## config.mk

```make
export PLATFORM = sky130hd
export DESIGN_NAME = mtimer_flat
export DESIGN_NICKNAME = d
export VERILOG_FILES = /design/src/rtl/mtimer_if.sv /design/src/rtl/mtimer.sv /design/src/flat_wrapper.sv
export SDC_FILE = /design/constraint.sdc
export NUM_CORES = 1
export LEC_CHECK = 0
export CAP_MARGIN = 5
export CORE_MARGIN = 10
export CORE_UTILIZATION = 55
export CTS_CLUSTER_DIAMETER = 50
export DETAILED_ROUTE_END_ITERATION = 16
export HOLD_SLACK_MARGIN = 0.1
export PLACE_DENSITY = 0.79
export SYNTH_ARGS = -nofsm -noshare
export SYNTH_HDL_FRONTEND = slang
export SYNTH_SLANG_ARGS = --single-unit
```

## constraint.sdc

```tcl
create_clock -name clk -period 3.7 [get_ports clk]
set_clock_uncertainty 0.2 [all_clocks]
set_input_delay 1.11 -clock clk [delete_from_list [all_inputs] [get_ports clk]]
set_output_delay 1.11 -clock clk [all_outputs]
set_load 0.03 [all_outputs]
```

## src/rtl/mtimer_if.sv

```systemverilog
// mtimer_if: word-wide data-bus link between the core (master) and the
// machine timer (slave).
//   addr   : word byte-address, bits [1:0] ignored by the slave
//   wdata  : write data
//   we     : write enable, active low
//   re     : read enable, active low
//   rdata  : registered read data
//   rvalid : rdata valid, one-cycle active-high pulse
interface mtimer_if;
    logic [31:0] addr;
    logic [31:0] wdata;
    logic        we;
    logic        re;
    logic [31:0] rdata;
    logic        rvalid;

    modport master (
        output addr,
        output wdata,
        output we,
        output re,
        input  rdata,
        input  rvalid
    );

    modport slave (
        input  addr,
        input  wdata,
        input  we,
        input  re,
        output rdata,
        output rvalid
    );
endinterface

```

## src/rtl/mtimer.sv

```systemverilog
// mtimer: machine-timer source for the CSR/interrupt unit.
// Holds a free-running 64-bit mtime and a 64-bit mtimecmp, both
// word-accessible over the data bus, and drives the active-low timer
// interrupt while mtime >= mtimecmp. Rewriting mtimecmp is the only way
// software clears the interrupt.
//
// Ports:
//   clk  : single clock, rising edge
//   rst  : synchronous reset, active high
//   bus  : mtimer_if.slave (addr, wdata, we_n, re_n, rdata, rvalid)
//   ti   : timer interrupt, active low, registered
//
// Register map (offsets from BASE):
//   0x4000 mtimecmp[31:0]   0x4004 mtimecmp[63:32]
//   0xBFF8 mtime[31:0]      0xBFFC mtime[63:32]
//
// Build option: define MTIMER_SNAPSHOT_EN to latch mtime[63:32] into a
// shadow register whenever mtime[31:0] is read; reads of 0xBFFC then
// return the shadow, giving a coherent 64-bit read. Without it, 0xBFFC
// returns the live high word and software uses the hi-lo-hi retry.
module mtimer #(
    parameter logic [31:0] BASE     = 32'h0200_0000,
    parameter int unsigned PRESCALE = 1
) (
    input  logic           clk,
    input  logic           rst,
    mtimer_if.slave        bus,
    output logic           ti
);

    localparam logic [31:0] A_CMP_LO  = BASE + 32'h0000_4000;
    localparam logic [31:0] A_CMP_HI  = BASE + 32'h0000_4004;
    localparam logic [31:0] A_TIME_LO = BASE + 32'h0000_BFF8;
    localparam logic [31:0] A_TIME_HI = BASE + 32'h0000_BFFC;
    localparam logic [15:0] PS_LAST   = 16'(PRESCALE - 1);

    logic [15:0] ps_cnt_q, ps_cnt_d;
    logic [63:0] mtime_q, mtime_d;
    logic [63:0] mtimecmp_q, mtimecmp_d;
    logic [31:0] rdata_q, rdata_d;
    logic        rvalid_q;
    logic        ti_q;

    logic        tick;
    logic        wr_en;
    logic        rd_en;
    logic [31:0] addr_w;
    logic [31:0] rd_word;

`ifdef MTIMER_SNAPSHOT_EN
    logic [31:0] shadow_q, shadow_d;
`endif

    assign wr_en  = ~bus.we;
    assign rd_en  = ~bus.re;
    assign addr_w = bus.addr & 32'hFFFF_FFFC;

    // Counter state and timer update. A bus write to either mtime half
    // replaces the increment for that cycle entirely (no carry either).
    always_comb begin
        tick       = (ps_cnt_q == PS_LAST);
        ps_cnt_d   = tick ? 16'd0 : ps_cnt_q + 16'd1;
        mtime_d    = tick ? mtime_q + 64'd1 : mtime_q;
        mtimecmp_d = mtimecmp_q;
        if (wr_en) begin
            case (addr_w)
                A_CMP_LO:  mtimecmp_d[31:0]  = bus.wdata;
                A_CMP_HI:  mtimecmp_d[63:32] = bus.wdata;
                A_TIME_LO: mtime_d = {mtime_q[63:32], bus.wdata};
                A_TIME_HI: mtime_d = {bus.wdata, mtime_q[31:0]};
                default:   ;
            endcase
        end
    end

    // Read mux works on pre-edge register values, so a same-cycle write
    // to the read address is not visible until the next read.
    always_comb begin
        rd_word = 32'd0;
        case (addr_w)
            A_CMP_LO:  rd_word = mtimecmp_q[31:0];
            A_CMP_HI:  rd_word = mtimecmp_q[63:32];
            A_TIME_LO: rd_word = mtime_q[31:0];
`ifdef MTIMER_SNAPSHOT_EN
            A_TIME_HI: rd_word = shadow_q;
`else
            A_TIME_HI: rd_word = mtime_q[63:32];
`endif
            default:   rd_word = 32'd0;
        endcase
        rdata_d = rd_en ? rd_word : rdata_q;
    end

`ifdef MTIMER_SNAPSHOT_EN
    always_comb begin
        shadow_d = shadow_q;
        if (rd_en && (addr_w == A_TIME_LO)) begin
            shadow_d = mtime_q[63:32];
        end
        if (wr_en && (addr_w == A_TIME_HI)) begin
            shadow_d = bus.wdata;
        end
    end

    always_ff @(posedge clk) begin
        if (rst) begin
            shadow_q <= 32'd0;
        end else begin
            shadow_q <= shadow_d;
        end
    end
`endif

    always_ff @(posedge clk) begin
        if (rst) begin
            ps_cnt_q   <= 16'd0;
            mtime_q    <= 64'd0;
            mtimecmp_q <= 64'hFFFF_FFFF_FFFF_FFFF;
            rdata_q    <= 32'd0;
            rvalid_q   <= 1'b0;
            ti_q       <= 1'b1;
        end else begin
            ps_cnt_q   <= ps_cnt_d;
            mtime_q    <= mtime_d;
            mtimecmp_q <= mtimecmp_d;
            rdata_q    <= rdata_d;
            rvalid_q   <= rd_en;
            ti_q       <= ~(mtime_q >= mtimecmp_q);
        end
    end

    assign bus.rdata  = rdata_q;
    assign bus.rvalid = rvalid_q;
    assign ti         = ti_q;

endmodule

```

## src/flat_wrapper.sv

```systemverilog
// flat-port wrapper written by rule: the top's interface ports become plain ports
module mtimer_flat 
#(
    parameter logic [31:0] BASE     = 32'h0200_0000,
    parameter int unsigned PRESCALE = 1
)
  (clk, rst, ti, bus_addr, bus_wdata, bus_we, bus_re, bus_rdata, bus_rvalid);
  mtimer_if bus_i ();
  input  logic clk;
  input  logic rst;
  output logic ti;
  input wire logic [$bits(bus_i.addr)-1:0] bus_addr;
  input wire logic [$bits(bus_i.wdata)-1:0] bus_wdata;
  input wire logic [$bits(bus_i.we)-1:0] bus_we;
  input wire logic [$bits(bus_i.re)-1:0] bus_re;
  output wire logic [$bits(bus_i.rdata)-1:0] bus_rdata;
  output wire logic [$bits(bus_i.rvalid)-1:0] bus_rvalid;
  assign bus_i.addr = bus_addr;
  assign bus_i.wdata = bus_wdata;
  assign bus_i.we = bus_we;
  assign bus_i.re = bus_re;
  assign bus_rdata = bus_i.rdata;
  assign bus_rvalid = bus_i.rvalid;
  mtimer #(.BASE(BASE), .PRESCALE(PRESCALE)) u_core (.clk(clk), .rst(rst), .bus(bus_i), .ti(ti));
endmodule
```

=== Word level (Yosys, flattened, before mapping) ===
Index checks and enable logic that the tools add are counted.

* Flip-flop bits (word level): 178
* Input bits: 68
* Word-level logic and storage cells: 28

* $add $sub $neg: 2
* Magnitude comparators: 1
* Equality and inequality tests: 6
* Multiplexer cells: 4
* Bitwise operators: 3
* Reduce and logical (&&, ||, !) cells: 4

{| class="wikitable"
|+ Operators with widths
! kind !! count
|-
| $mux 64 || 2
|-
| $pmux 32 s4 || 1
|-
| $pmux 64 s2 || 1
|-
| $eq 30x24->1 const B || 4
|-
| $add 64x1->64 const B || 1
|-
| $ge 64x64->1 || 1
|-
| $add 16x1->16 const B || 1
|-
| $logic_not 16->1 || 1
|-
| $ne 2x2->1 const B || 2
|-
| $reduce_and 2->1 || 2
|-
| $not 1->1 || 3
|-
| $reduce_or 2->1 || 1
|}

=== Logic depth before layout (Yosys ltp) ===
Gate-level depths: netlist (run 1).

* Word-level depth: 4
* Gate-level depth with buffers: 10

=== Worst setup path after synthesis (run 1) ===
No wires, ideal clock.

* Path type: in2reg
* Start: input bus_addr[14]
* End: register u_core.mtime_q[11]
* Data arrival time: 3.132 ns
* Data required time: 3.430 ns
* Slack: 0.298 ns
* Stages: 9
* Path buffers: 4
* Cell sequence: nand4b_1 > or4_1 > clkbuf_1 > or3_1 > clkbuf_1 > buf_2 > buf_2 > a211o_1 > a21oi_1

* Longest elaborated chain between the ends: 3
* Elaborated cells on any way between the ends: 5
* Those cells by class: eq/ne (3); mux (2)

{| class="wikitable"
|+ RTL lines
! what !! RTL line !! RTL
|-
| start: declaration || flat_wrapper.sv:12 || <nowiki>input wire logic [$bits(bus_i.addr)-1:0] bus_addr;</nowiki>
|-
| $eq 30x24->1 || mtimer.sv:66 || <nowiki>case (addr_w)</nowiki>
|-
| $pmux 64 s2 || mtimer.sv:66 ||
|-
| $mux 64 || mtimer.sv:65 || <nowiki>if (wr_en) begin</nowiki>
|-
| end signal: assignment || mtimer.sv:124 || <nowiki>mtime_q <= mtime_d;</nowiki>
|-
| end: declaration || mtimer.sv:38 || <nowiki>logic [63:0] mtime_q, mtime_d;</nowiki>
|}

Several ways; a longest one is shown, not always the timed one.
A chain may end at the register's enable or synchronous reset.

=== Final worst setup path (run 1) ===
* Start: input bus_addr[13]
* End: register u_core.mtime_q[53]

Same word-level chain as after synthesis.

==> results of run 1 <==
-- critical path, stage by stage --
cell and delay (ps):
clkdlybuf4s50_1 490, nand4b_1 150, or4_1 650, or3_1 520, buf_4 210, nand3_1 160
nor3_1 110, a211oi_1 280
-- routing by layer --
layer	wire length (µm)	part of all wire	vias up	GRT usage
met5	0	0	-	0
met4	1180	0.033	0	0.101
met3	3290	0.092	112	0.0627
met2	16300	0.46	567	0.426
met1	14800	0.42	5173	0.346
li1	-	-	5129	-
-- worst max-delay path by stage --
| stage | to | cells after the start | slack [ps] | from |
|---|---|---|---|---|
| 2_1_floorplan | u_core.mtime_q[11] | 9 | 300 | bus_addr[14] |
| 3_3_place_gp | u_core.mtime_q[50] | 8 | -130 | bus_addr[13] |
| 3_5_place_dp | u_core.mtime_q[53] | 8 | -200 | bus_addr[13] |
| 4_1_cts | u_core.mtime_q[53] | 8 | 230 | bus_addr[13] |
| 5_1_grt | u_core.mtime_q[61] | 11 | 100 | bus_addr[13] |
| 6_report | u_core.mtime_q[53] | 8 | 180 | bus_addr[13] |
-- final cells by class --
type,count,share of cell area
clock buffer,20,0.0351
multi-input combinational,962,0.499
timing repair buffer,183,0.133
inverter,83,0.0240
clock inverter,12,0.0101
tap,260,0.0250
sequential,178,0.274
-- synth_stat cells (4+ instances only) --
library cell	instances	area share
a21o_1	15	0.011
clkbuf_1	65	0.023
o221ai_1	4	0.0033
a32oi_1	6	0.0049
mux2i_1	72	0.068
buf_2	11	0.0052
nor4_1	27	0.016
a21oi_1	71	0.033
xnor2_1	10	0.0082
and2_1	5	0.0029
o22ai_1	39	0.023
o21ai_1	7	0.0033
xor2_1	13	0.011
dfxtp_1	178	0.33
nand4_1	36	0.021
and3_1	16	0.0094
inv_1	81	0.029
nor2_1	61	0.022
a22o_1	32	0.026
a31oi_1	24	0.014
or3_1	13	0.0076
nor3_1	36	0.017
buf_1	4	0.0014
and4_1	12	0.0099
nand2_1	149	0.053
or4_1	7	0.0049
nand2b_1	5	0.0029
a211oi_1	20	0.014
nand3_1	41	0.019
nor2b_1	7	0.0041
o21a_1	6	0.0042
o211ai_1	71	0.050
ha_1	67	0.079
o21ai_0	33	0.016
-- cell families after synthesis --
| kind of cell | count (synthesis) |
|---|---|
| AOI/OAI and AO/OA | 355 |
| muxes | 75 |
| DFF | 178 |
| xor gates and xnor gates | 23 |
| and+or+nand+nor | 442 |
| adders and majority gates | 67 |
| buffers and inverters | 164 |
-- state kept, by name, indices dropped and copies added, names as in the netlist --
register,cells
u_core.mtime_q,64
u_core.mtimecmp_q,64
u_core.bus.rdata,32
u_core.ps_cnt_q,16
u_core.bus.rvalid,1
u_core.ti,1
-- where the power goes --
| part | leakage (nW) | switching, W | total, W | internal (W) |
|---|---|---|---|---|
| Sequential | 1.44 | 0.0000112 | 0.00193 | 0.00192 |
| Clock | 0.290 | 0.000811 | 0.00184 | 0.00103 |
| Combinational | 3.65 | 0.000116 | 0.000221 | 0.000105 |
| Total | 5.38 | 0.000939 | 0.00400 | 0.00306 |
-- metrics by stage --
step,setup TNS [ps],cell area [µm²]
final,0,13000
after detailed placement,-4180,12400
after CTS,0,13000
after global placement,-2230,12400
after global routing,0,13000
after floorplan,0,10600
==> impl_metrics.csv, run 1 <==
group,metric,value,unit
outcome,status,"completed",
layout,drive_gt1_frac,0.0953,
detailed_routing,dr.pass1.iters,9,
clocking,numCtsBuffers,17,
layout,nFillCells,1538,
worst_hold_path,holdPathStages,1,
die,start_util,0.563,
grt,track_usage,0.268,
detailed_routing,drcViolationCount,0,
sta,clock.fmax,284,MHz
synthesis,async_reset_ff_frac,0,
synthesis,syn_inst,1304,
critical_path,reg2reg_from,"u_core.mtime_q[8]",
synthesis,synth_edf_count,0,
pwr,ir_worst_vdd,0.293,mV
detailed_routing,wl,35600,µm
grt,grt_max_degree,42,
synthesis,ys_seq_elements,178,
clocking,htree_levels,4,
synthesis,synth_top_family_by_area,"compound AO/OA/AOI/OAI gates",
sta,fin_crit_sh,0.951,
grt,grt_pass1_vias,10307,
sta,rsz0062_at_grt,"no",
critical_path,worstPathArrival,3660,ps
layout,n_antenna_cell,0,
critical_path,cp-start-kind,"input pin",
sta,fin_ws,183,ps
layout,fin_nets,1560,
critical_path,crit_required,3850,ps
sta,max_slew.worst_pin.slew,709,ps
clocking,cts_max_path_buffers,2,
die,coreArea,18900,µm²
layout,regArea,3560,µm²
synthesis,synthMuxAreaShare,0.0709,
detailed_routing,routed_via_density,6.47,
die,die_x,159,µm
die,die_area,25300,µm²
sta,final_max_slew_viol_count,0,
sta,hold_viol,0,
grt,antenna_found_initial,0,
synthesis,ys.warnings.count,0,
clocking,insertion_delay,440,ps
synthesis,synth_ff_type,"dfxtp_1",
pwr,power_density,307,nW/µm²
sta,fin_crit,3520,ps
critical_path,crit_type,"in -> reg",
layout,most-common-layout-cells,"dfxtp_1, nand2_1, clkdlybuf4s50_1, inv_1, buf_4",
die,die_h,159,µm
synthesis,synth_compound_area_frac,0.225,
sta,maxSlewHeadroom,0.526,
worst_hold_path,hold_class,"reg -> reg",
synthesis,ys_types,70,
synthesis,synthXorXnorAreaFrac,0.0189,
synthesis,synth.avg_cell_area,8.16,µm²
critical_path,r2r_end,"u_core.mtime_q[52]",
synthesis,yosys.area_share.simple,0.212,
clocking,postCtsSetupRepairBufs,0,
layout,utilization,0.688,
critical_path,worstPathMaxFanout,6,
detailed_routing,drtIter0Drc,1396,
sta,setup_viol,0,
placement,post-place-ws,-202,ps
placement,dp_hpwl,25800,µm
flow_run,drv_cap,0,
clocking,cts_root_buffer,"clkbuf_16",
layout,final_common_cell,"dfxtp_1",
synthesis,synth-seq-area-share,0.335,
layout,multiInputGateArea,6490,µm²
clocking,ctsResizeCount,0,
die,rows,50,
detailed_routing,num_vias,10981,
worst_hold_path,hold_start,"u_core.bus.rdata[13]",
layout,synthToLayoutAreaGrowth,22.2,%
pwr,total_leakage_power,5.38,nW
critical_path,reg2reg_depth,6,
sta,holdWs,279,ps
pwr,total_power,0.00400,W
grt,grt_pass1_wl,56200,µm
clocking,cts_sinks,178,
clocking,hold_buffers,0,
critical_path,cp-end-kind,"register",
synthesis,synth_fp_nets,1439,
die,io_pins,102,
clocking,cts_tree,"yes",
placement,place.gp.congestion,0.987,
worst_hold_path,holdPathEnd,"u_core.bus.rdata[13]",
detailed_routing,wl_per_cell,21.0,µm
critical_path,r2r_slack,480,ps
clocking,clk_pin_slew_worst_paths,70,ps
grt,overflow,0,
placement,port_buffers,99,
placement,place_inst,1666,
detailed_routing,antenna_left,0,
synthesis,syn_area,10600,µm²
synthesis,synth_adder_area_share,0.0788,
layout,stdcell_count,1698,
Power figures use the tool's default switching activity.
==> run 2: changes to the inputs <==
--- a/config.mk
+++ b/config.mk
@@ -12,6 +12,7 @@
 export DETAILED_ROUTE_END_ITERATION = 16
 export HOLD_SLACK_MARGIN = 0.1
 export PLACE_DENSITY = 0.79
+export SETUP_SLACK_MARGIN = 0.4
 export SYNTH_ARGS = -nofsm -noshare
 export SYNTH_HDL_FRONTEND = slang
 export SYNTH_SLANG_ARGS = --single-unit
==> impl_metrics.csv, run 2 (same netlist as run 1, synthesis figures left out) <==
group,metric,value,unit
layout,final_common_cell,"dfxtp_1",
die,coreArea,18900,µm²
sta,maxSlewHeadroom,0.461,
grt,grt_busiest_layer,"met2",
placement,dp_hpwl,25300,µm
die,io_pins,102,
layout,nFillCells,1452,
sta,rsz0062_at_grt,"no",
layout,n_antenna_cell,0,
critical_path,cp-start-kind,"input pin",
sta,hold_viol,0,
detailed_routing,antenna_left,0,
grt,grt_util_met1,0.349,
grt,grt_max_degree,91,
worst_hold_path,hold_class,"reg -> reg",
layout,synthToLayoutAreaGrowth,23.9,%
outcome,status,"completed",
clocking,cts_sinks,178,
grt,track_usage,0.274,
pwr,ir_worst_vdd,0.309,mV
critical_path,crit_chain,"clkdlybuf4s50_1, nor4_1, nand4_1, buf_4, or3_4, buf_6, nand3_1, nor3_1, a211oi_1",
grt,grtUsageMet3,0.0627,
placement,port_buffers,99,
critical_path,cp-end-kind,"register",
clocking,htree_levels,4,
detailed_routing,wl_per_cell,22.0,µm
critical_path,crit_slowest_cell,"nor4_1",
clocking,clk_pin_slew_worst_paths,70,ps
clocking,cts_max_path_buffers,2,
die,rows,50,
clocking,insertion_delay,440,ps
detailed_routing,drtIter0Drc,1672,
grt,grt_pass1_wl,57300,µm
detailed_routing,dr.pass1.iters,8,
critical_path,max_stage_delay,470,ps
detailed_routing,drcViolationCount,0,
sta,fin_crit_sh,0.925,
grt,overflow,0,
sta,holdWs,276,ps
detailed_routing,wl,37100,µm
placement,place_inst,1644,
layout,stdcell_count,1691,
pwr,power_density,315,nW/µm²
sta,fin_crit,3420,ps
layout,most-common-layout-cells,"dfxtp_1, nand2_1, clkdlybuf4s50_1, inv_1, mux2i_1",
layout,regArea,3560,µm²
die,die_x,159,µm
critical_path,reg2reg_depth,8,
die,die_area,25300,µm²
placement,post_dp_cell_area,12200,µm²
layout,design_area,13200,µm²
sta,max_slew.worst_pin.slew,808,ps
layout,drive_gt1_frac,0.103,
sta,final_max_slew_viol_count,0,
die,start_util,0.563,
sta,setup_viol,0,
die,die_h,159,µm
worst_hold_path,holdPathStages,1,
layout,multiInputGateArea,6630,µm²
layout,fin_nets,1554,
grt,antenna_found_initial,0,
clocking,cts_root_buffer,"clkbuf_16",
critical_path,crit_type,"in -> reg",
detailed_routing,num_vias,11189,
critical_path,worstPathArrival,3580,ps
critical_path,crit_required,3860,ps
flow_run,drv_cap,0,
sta,clock.fmax,292,MHz
critical_path,worstPathMaxFanout,5,
placement,place.gp.congestion,0.972,
grt,grt_pass1_vias,10660,
clocking,numCtsBuffers,17,
detailed_routing,routed_via_density,6.62,
pwr,total_leakage_power,5.47,nW
grt,use_met2,0.440,
clocking,cts_tree,"yes",
[run 2: changes by cell type in the layout (fill, tap and decap cells not counted), moves of 4 or more]
cell | before | now
buf_4 | 76 | 63
buf_6 | 0 | 5
clkbuf_1 | 1 | 5
clkdlybuf4s50_1 | 97 | 89
dlymetal6s2s_1 | 0 | 8
o21ai_0 | 33 | 29
[run 2: critical path: cells and delay by family]
family	cells	cell delay [ps]
AO/OA/AOI/OAI	1	240
buffers and inverters	3	790
AND/OR/NAND/NOR	5	1430
[run 2: final timing paths]
| kind | from | end | slack, ps |
|---|---|---|---|
| worst min register to register | u_core.bus.rdata[30] | u_core.bus.rdata[30] | 280 |
| worst max register to register | u_core.ps_cnt_q[0] | u_core.mtime_q[46] | 570 |
| worst max-delay path | bus_addr[21] | u_core.mtime_q[53] | 280 |
| worst min-delay path | u_core.bus.rdata[30] | u_core.bus.rdata[30] | 280 |
[run 2: metal layers]
layer,up-vias,part of all wire
li1,5109,-
met1,5319,0.40
met2,637,0.46
met3,124,0.10
met4,0,0.038
met5,-,0
[run 2: cell type report]
cell class                 count  area share
clock buffer                  22      0.0337
clock inverter                 9      0.0137
inverter                      83      0.0236
multi-input combinational    962       0.503
sequential                   178       0.270
tap                          260      0.0247
timing repair buffer         177       0.131
[run 2: report_power, final]
group | internal, W | switching [W] | leakage [nW]
combinational | 0.000105 | 0.000126 | 3.74
clock | 0.00120 | 0.000792 | 0.299
sequential | 0.00192 | 0.0000117 | 1.44
[run 2: what timing repair did]
action | in CTS | in global routing
cloned | 1 | 1
buffers inserted | 4 | 10
setup endpoints to repair | 35 | 105
pin swaps | 1 | 13
resized for setup | 8 | 42
hold buffers | 0 | 0
[run 2: through the flow]
step	setup slack, ps	power, W	util	setup TNS (ps)
finish	278	0.00415	0.698	0
global route	303	0.00423	0.698	0
CTS	385	0.00414	0.685	0
detailed placement	-138	0.00219	0.648	-2580
global placement	-106	0.00219	0.648	-1300
floorplan	350	0.00206	-	0
